File: src/rtl/fifo_pkg.sv
// Shared types and width helpers for the FIFO pointer/status controller.
package fifo_pkg;

    typedef enum logic [1:0] {S_EMPTY, S_MID, S_FULL} fifo_state_t;

    localparam int DEFAULT_ADDR_WIDTH = 2;

    // Occupancy runs 0..DEPTH inclusive, so it needs one bit more than an address.
    function automatic int count_width(input int addr_width);
        return addr_width + 1;
    endfunction

endpackage

File: src/rtl/fifo_ptr.sv
// Wrapping circular-buffer pointer with synchronous reset and increment enable.
module fifo_ptr #(
    parameter int WIDTH = 2
) (
    input  logic             clk,
    input  logic             reset,
    input  logic             inc,
    output logic [WIDTH-1:0] ptr
);

    // NOTE: non-blocking assignment so every flop samples pre-edge values, independent of block order.
    always_ff @(posedge clk) begin
        if (reset) begin
            ptr <= '0;
        end else if (inc) begin
            ptr <= ptr + 1'b1;
        end
    end

endmodule

File: src/rtl/fifo_ctrl.sv
// Pointer/status controller running an external reg_file as a circular FIFO.
// Optional sticky overflow/underflow flags are built only when FIFO_CTRL_ERR_EN is defined.
module fifo_ctrl
    import fifo_pkg::*;
#(
    parameter int ADDR_WIDTH = DEFAULT_ADDR_WIDTH,
    parameter int AF_THRESH  = 3,
    parameter int AE_THRESH  = 1
) (
    input  logic                               clk,
    input  logic                               reset,
    input  logic                               wr,
    input  logic                               rd,
    input  logic                               err_clr,
    output logic                               wr_en,
    output logic [ADDR_WIDTH-1:0]              w_addr,
    output logic [ADDR_WIDTH-1:0]              r_addr,
    output logic                               full,
    output logic                               empty,
    output logic                               almost_full,
    output logic                               almost_empty,
    output logic [count_width(ADDR_WIDTH)-1:0] count,
    output logic                               overflow,
    output logic                               underflow
);

    localparam int CW    = count_width(ADDR_WIDTH);
    localparam int DEPTH = 1 << ADDR_WIDTH;
    localparam logic [CW-1:0] LAST = CW'(DEPTH - 1);
    localparam logic [CW-1:0] ONE  = CW'(1);

    fifo_state_t state_q;
    logic        push_ok;
    logic        pop_ok;

    // A push into a full FIFO is allowed only when the head is popped in the same cycle.
    assign push_ok = wr & (~full | rd);
    assign pop_ok  = rd & ~empty;
    assign wr_en   = push_ok;

    fifo_ptr #(.WIDTH(ADDR_WIDTH)) u_wr_ptr (
        .clk   (clk),
        .reset (reset),
        .inc   (push_ok),
        .ptr   (w_addr)
    );

    fifo_ptr #(.WIDTH(ADDR_WIDTH)) u_rd_ptr (
        .clk   (clk),
        .reset (reset),
        .inc   (pop_ok),
        .ptr   (r_addr)
    );

    // Simultaneous accepted push and pop leave both count and state untouched.
    always_ff @(posedge clk) begin
        if (reset) begin
            state_q <= S_EMPTY;
            count   <= '0;
        end else if (push_ok && !pop_ok) begin
            count   <= count + 1'b1;
            state_q <= (count == LAST) ? S_FULL : S_MID;
        end else if (pop_ok && !push_ok) begin
            count   <= count - 1'b1;
            state_q <= (count == ONE) ? S_EMPTY : S_MID;
        end
    end

    assign full         = (state_q == S_FULL);
    assign empty        = (state_q == S_EMPTY);
    assign almost_full  = (count >= CW'(AF_THRESH));
    assign almost_empty = (count <= CW'(AE_THRESH));

`ifdef FIFO_CTRL_ERR_EN
    // Clear beats a same-cycle set so software never loses a clear to a racing error.
    always_ff @(posedge clk) begin
        if (reset || err_clr) begin
            overflow  <= 1'b0;
            underflow <= 1'b0;
        end else begin
            if (wr && full && !rd) overflow  <= 1'b1;
            if (rd && empty)       underflow <= 1'b1;
        end
    end
`else
    logic unused_err_clr;
    assign unused_err_clr = err_clr;
    assign overflow       = 1'b0;
    assign underflow      = 1'b0;
`endif

endmodule
File: config.mk
export PLATFORM = sky130hd
export DESIGN_NAME = fifo_ctrl
export DESIGN_NICKNAME = d
export VERILOG_FILES = /design/src/rtl/fifo_pkg.sv /design/src/rtl/fifo_ptr.sv /design/src/rtl/fifo_ctrl.sv
export SDC_FILE = /design/constraint.sdc
export NUM_CORES = 1
export LEC_CHECK = 0
export BUFFER_PORTS_ARGS = -buffer_cell sky130_fd_sc_hd__buf_2
export CAP_MARGIN = 0
export CORE_AREA = 5 5 42 44
export DETAILED_ROUTE_END_ITERATION = 8
export DIE_AREA = 0 0 47 49
export GPL_TIMING_DRIVEN = 0
export PLACE_DENSITY = 0.7
export SLEW_MARGIN = 5
export SYNTH_ARGS = -nofsm -noshare
export SYNTH_HDL_FRONTEND = slang
export SYNTH_SLANG_ARGS = --single-unit
File: constraint.sdc
create_clock -name clk -period 1.8 [get_ports clk]
set_input_delay 0.09 -clock clk [delete_from_list [all_inputs] [get_ports clk]]
set_output_delay 0.09 -clock clk [all_outputs]
set_load 0.01 [all_outputs]
==> Word level (Yosys, flattened, before mapping) <==
Cells that the tools add are included.
{ "totals": {"in_bits": 5, "output_inout_bits": 14, "register_bits": 9, "word_cells": 30} }
{ "classes": {"reduce_logical": 6, "addsub": 4, "n_eq_ne": 3, "order_cmp": 2, "muxes": 6, "n_bitwise": 5} }
{ "op_table": {"columns": ["cell", "n"], "rows": [
  ["$mux W2", 3],
  ["$mux W3", 2],
  ["$add A2 B1 Y2 const B", 2],
  ["$add A3 B1 Y3 const B", 1],
  ["$eq A3 B1 Y1 const B", 1],
  ["$eq A3 B2 Y1 const B", 1],
  ["$ge A3 B2 Y1 const B", 1],
  ["$le A3 B1 Y1 const B", 1],
  ["$sub A3 B1 Y3 const B", 1],
  ["$and A1 B1 Y1", 2],
  ["$eq A2 B2 Y1 const B", 1],
  ["$logic_and A1 B1 Y1", 2],
  ["$logic_not A1 Y1", 2],
  ["$logic_not A2 Y1", 1],
  ["$not A1 Y1", 2],
  ["$reduce_bool A2 Y1", 1],
  ["$mux W1", 1],
  ["$or A1 B1 Y1", 1]
]} }

==> Logic depth before layout (Yosys ltp) <==
{ "logic_depth": {"word_depth": 8, "ltp_mapped": 7, "ltp_nobuf": 6} }

==> Cells and area by module <==
From an unflattened synthesis, not the netlist that was laid out.
{ "hier_totals": {"cells_unflattened": 62, "hier_area_um2": 533.0} }
{ "by_module_without_submodules": {"columns": ["module", "cells_per_inst", "instances", "seq_area_each_um2", "area_each_um2"], "rows": [
  ["fifo_ctrl", 48, 1, 100.1, 375.4],
  ["fifo_ptr", 7, 2, 40.0, 78.8]
]} }

==> Worst setup path before layout <==
No wires, ideal clock.
{ "synth_timing": {"path_type": "reg2reg", "from": "register state_q[1]", "to": "register state_q[0]", "synth_period_minus_slack_ns": 1.574, "path_buffers": 1, "arrival_ns": 1.504, "stages_incl_launch_ff": 7, "t_required_ns": 1.729, "setup_time_ns": 0.071, "path_slack_ns": 0.226, "path_cell_list": "dfxtp_1 -> nor3b_2 -> nor2b_2 -> ha_1 -> buf_2 -> a221o_1 -> a21oi_1"} }
{ "synth_via": {"elab_chain_len": 7, "elab_cells_between_ends": 13, "cone_classes": "1 x eq/ne; 1 x mux; 5 x bitwise; 6 x reduce/logical"} }
{ "synth_rtl": {"columns": ["element", "line_no", "rtl"], "rows": [
  ["start: declaration", "fifo_ctrl.sv:32", "fifo_state_t state_q;"],
  ["start signal: assignment", "fifo_ctrl.sv:62", "state_q <= (count == LAST) ? S_FULL : S_MID;"],
  ["start signal: assignment", "fifo_ctrl.sv:65", "state_q <= (count == ONE) ? S_EMPTY : S_MID;"],
  ["$eq A2 B2 Y1 (*)", "fifo_ctrl.sv:69", "assign full = (state_q == S_FULL);"],
  ["$not A1 Y1 (*)", "fifo_ctrl.sv:37", "assign push_ok = wr & (~full | rd);"],
  ["$or A1 B1 Y1 (*)", "fifo_ctrl.sv:37", null],
  ["$and A1 B1 Y1 (*)", "fifo_ctrl.sv:37", null],
  ["net wr_en", "fifo_ctrl.sv:15", "output logic wr_en,"],
  ["$logic_not A1 Y1", "fifo_ctrl.sv:63", "end else if (pop_ok && !push_ok) begin"],
  ["$logic_and A1 B1 Y1", "fifo_ctrl.sv:63", null],
  ["$reduce_bool A2 Y1 (no line)", null, null]
]} }
The timed path passes the listed nets; every way through them passes the cells marked *.
A chain may end at the register's enable or synchronous reset.

==> Final worst setup path <==
{ "layout_timing": {"from": "register state_q[0]", "to": "register state_q[0]"} }
{ "layout_via": {"elab_chain_len": 7, "elab_cells_between_ends": 13, "cone_classes": "1 x eq/ne; 1 x mux; 5 x bitwise; 6 x reduce/logical"} }
{ "layout_rtl": {"columns": ["element", "line_no"], "rows": [
  ["$eq A2 B2 Y1", "fifo_ctrl.sv:69"],
  ["$not A1 Y1", "fifo_ctrl.sv:37"],
  ["$or A1 B1 Y1", "fifo_ctrl.sv:37"],
  ["$and A1 B1 Y1", "fifo_ctrl.sv:37"],
  ["$logic_not A1 Y1", "fifo_ctrl.sv:63"],
  ["$logic_and A1 B1 Y1", "fifo_ctrl.sv:63"],
  ["$reduce_bool A2 Y1 (no line)", null]
]} }
Several ways; a longest one is shown, not always the timed one.

==> impl_metrics.csv <==
group,metric,value,unit
grt,grt_pass1_wl,1759,um
clock_tree,postCtsSetupBuffers,0,
pwr,p_comb_frac,0.324,
logic_synthesis,async_flop_share,0,
detailed_routing,via_per_inst,4.910,
setup_path,reg2reg_to,"state_q[0]",
grt,first_global_vias,442,
clock_tree,cts_buffer_depth,2,
pwr,power.internal,0.3956,mW
placed_design,place_area,633.1,um2
detailed_routing,ant_nets,0,
sta,fmax,0.5919,GHz
sta,finalHoldViolCount,0,
logic_synthesis,synth_ff_type,"dfxtp_1",
setup_path,critPathKind,"reg2reg",
logic_synthesis,synth_area_leaders,"dfxtp_1 (33%), ha_1 (14%), nor2_1 (7.7%), a21oi_1 (5.6%), o21ai_0 (4.6%)",
pwr,clkPwrFrac,0.259,
placed_design,gp_congestion,0.7494,
floorplan,core-area,1401,um2
logic_synthesis,synth_top_cell_area_share,0.3341,
cells_and_area,drive_gt1_frac,0.2976,
min_path,min_from,"wr",
setup_path,crit_path_start_kind,"flop",
sta,rsz0062_at_grt,"no",
placed_design,dp_hpwl,817.1,um
placed_design,place_ws,123.0,ps
grt,antenna_found_initial,0,
sta,fin_skew,0.4425,ps
detailed_routing,drt_iter0_drc,9,
detailed_routing,dr.pass1.iters,6,
grt,grt.total_usage,0.1030,
floorplan,initial_utilization,0.3848,
sta,post-route-period-util,0.9386,
placed_design,io_buffers,14,
clock_tree,clk_pin_slew,60,ps
logic_synthesis,synth.avg_cell_area,8.296,um2
sta,finalSetupTns,0,ps
run,cap_violations,0,
clock_tree,cts_tree,"built",
setup_path,cp_max_fo,10,
cells_and_area,postLayoutCellArea,674.4,um2
min_path,min_path_type,"in2reg",
logic_synthesis,synth_top_cell_by_area,"dfxtp_1",
logic_synthesis,synth_edf_count,0,
logic_synthesis,yosysSeqAreaShare,0.3341,
setup_path,r2r.worst_path.cells,5,
cells_and_area,n_fill_cell,144,
pwr,p_leak,0.3165,nW
pwr,power_density,884.6,nW/um2
min_path,min_to,"u_wr_ptr.ptr[1]",
sta,finalMaxSlewViolations,0,
floorplan,die_area,2303,um2
cells_and_area,n_antenna_cell,0,
cells_and_area,nNetsFinal,96,
clock_tree,cts_buffers,3,
floorplan,ioPinCount,19,
cells_and_area,multi_input_area,335.3,um2
grt,overflow,0,
cells_and_area,mostFrequentLayoutCells,"buf_2 (14), nor2_1 (11), dfxtp_1 (8)",
sta,fin_crit,1690,ps
sta,setup_viol,0,
sta,setup_ws,110.5,ps
logic_synthesis,yosysWarnings,0,
pwr,power.switching,0.2009,mW
detailed_routing,vias,491,
status,status,"finished, final reports clean",
detailed_routing,wl,1099,um
floorplan,die_y,49,um
pwr,vdd_drop_max,0.0004033,V
logic_synthesis,synth_cell_type_count,24,
cells_and_area,regArea,181.4,um2
clock_tree,cts.htree.levels,1,
pwr,p_sw_frac,0.3368,
cells_and_area,final_common_cell,"buf_2",
logic_synthesis,netlist_area,539.3,um2
clock_tree,clock_latency,260,ps
detailed_routing,wl_per_cell,10.99,um
logic_synthesis,syn_inst,65,
setup_path,end_kind,"flop",
setup_path,cp.required,1990,ps
pwr,p_seq_frac,0.417,
floorplan,die_w,47,um
clock_tree,clock_sinks,9,
logic_synthesis,ys_ff_latch,9,
setup_path,reg2reg_slack,110,ps
grt,grt_max_degree,11,
setup_path,r2r_start,"state_q[0]",
min_path,hold_path_depth,4,
setup_path,critPathArrivalTime,1880,ps
floorplan,rows,14,
cells_and_area,area_growth_syn_to_layout,25.06,%
detailed_routing,drc_errors,0,
clock_tree,cts-root-buf,"clkbuf_4",
[critical path: stages (launching register included)]
cell,delay [ps]
dfxtp_1,370
o21ai_0,370
ha_1,310
clkbuf_4,190
a221o_1,270
a21oi_1,110
[worst max-delay path by stage]
stage	from	to	slack, ps	cells after the start
after CTS	state_q[1]	count[2]	100	7
after floorplan	state_q[1]	state_q[0]	230	6
final	state_q[0]	state_q[0]	110	5
after detailed placement	state_q[1]	count[2]	120	7
after global placement	state_q[1]	state_q[0]	140	6
after global routing	state_q[0]	count[2]	3	7
[synthesized netlist by cell type (2+ instances only)]
cell     instances
dfxtp_1          9
inv_1            4
o21ai_0          5
buf_4            2
nand2_1          4
a21oi_1          6
ha_1             6
nor2_1          11
xor2_1           2
nor2b_1          2
[per-layer routing]
metal / track usage / share of wire / vias to the layer above
met1: 0.1195 / 0.39 / 217
li1: - / - / 254
met4: 0.03226 / 0.0073 / 0
met2: 0.1584 / 0.50 / 18
met5: 0 / 0 / -
met3: 0.05535 / 0.099 / 2
[cell type report]
class / count / share of cell area
multi-input cells: 49 / 0.4972
plain buffers: 4 / 0.03896
inverters: 4 / 0.02226
well taps: 16 / 0.02968
repair buffers: 14 / 0.1039
clock buffers: 4 / 0.03896
flip-flops and latches: 9 / 0.2690
[power by group through the flow]
stage / Combinational (mW) / Clock [mW] / Sequential, mW
after floorplan: 0.123 / 0 / 0.256
after global placement: 0.184 / 0 / 0.249
after detailed placement: 0.187 / 0 / 0.252
after CTS: 0.188 / 0.160 / 0.248
after global routing: 0.217 / 0.171 / 0.253
final: 0.193 / 0.155 / 0.249
[state kept, by name, summed over array words and instances (netlist names)]
register,cells
count,3
state_q,2
u_rd_ptr.ptr,2
u_wr_ptr.ptr,2
[what timing repair did]
action,in CTS,in global routing
hold buffers,0,0
setup endpoints to repair,0,4
gates resized for setup,0,5
[metrics by stage]
stage	std cells	util	power (mW)	hold WS, ps
after global routing	100	0.4813	0.6416	212.0
after CTS	100	0.4705	0.5962	200.8
final	100	0.4813	0.5965	207.3
after detailed placement	96	0.4518	0.4383	473.7
after global placement	96	0.4518	0.4331	453.8
after floorplan	66	-	0.3786	331.5
[kinds of logic (layout without fill, tap and decap cells)]
logic type               Yosys count  count (layout)  synth area share
adder cells (fa/ha/maj)            6               6            0.1392
buffers and inverters              8              26           0.07189
other                              1               2          0.006954
multiplexers                       2               2           0.04640
AO/OA/AOI/OAI                     14              14            0.1462
AND/OR/NAND/NOR                   22              22            0.2065
XOR/XNOR                           3               3           0.04873
flip-flops                         9               9            0.3341
Power figures use the tool's default switching activity.
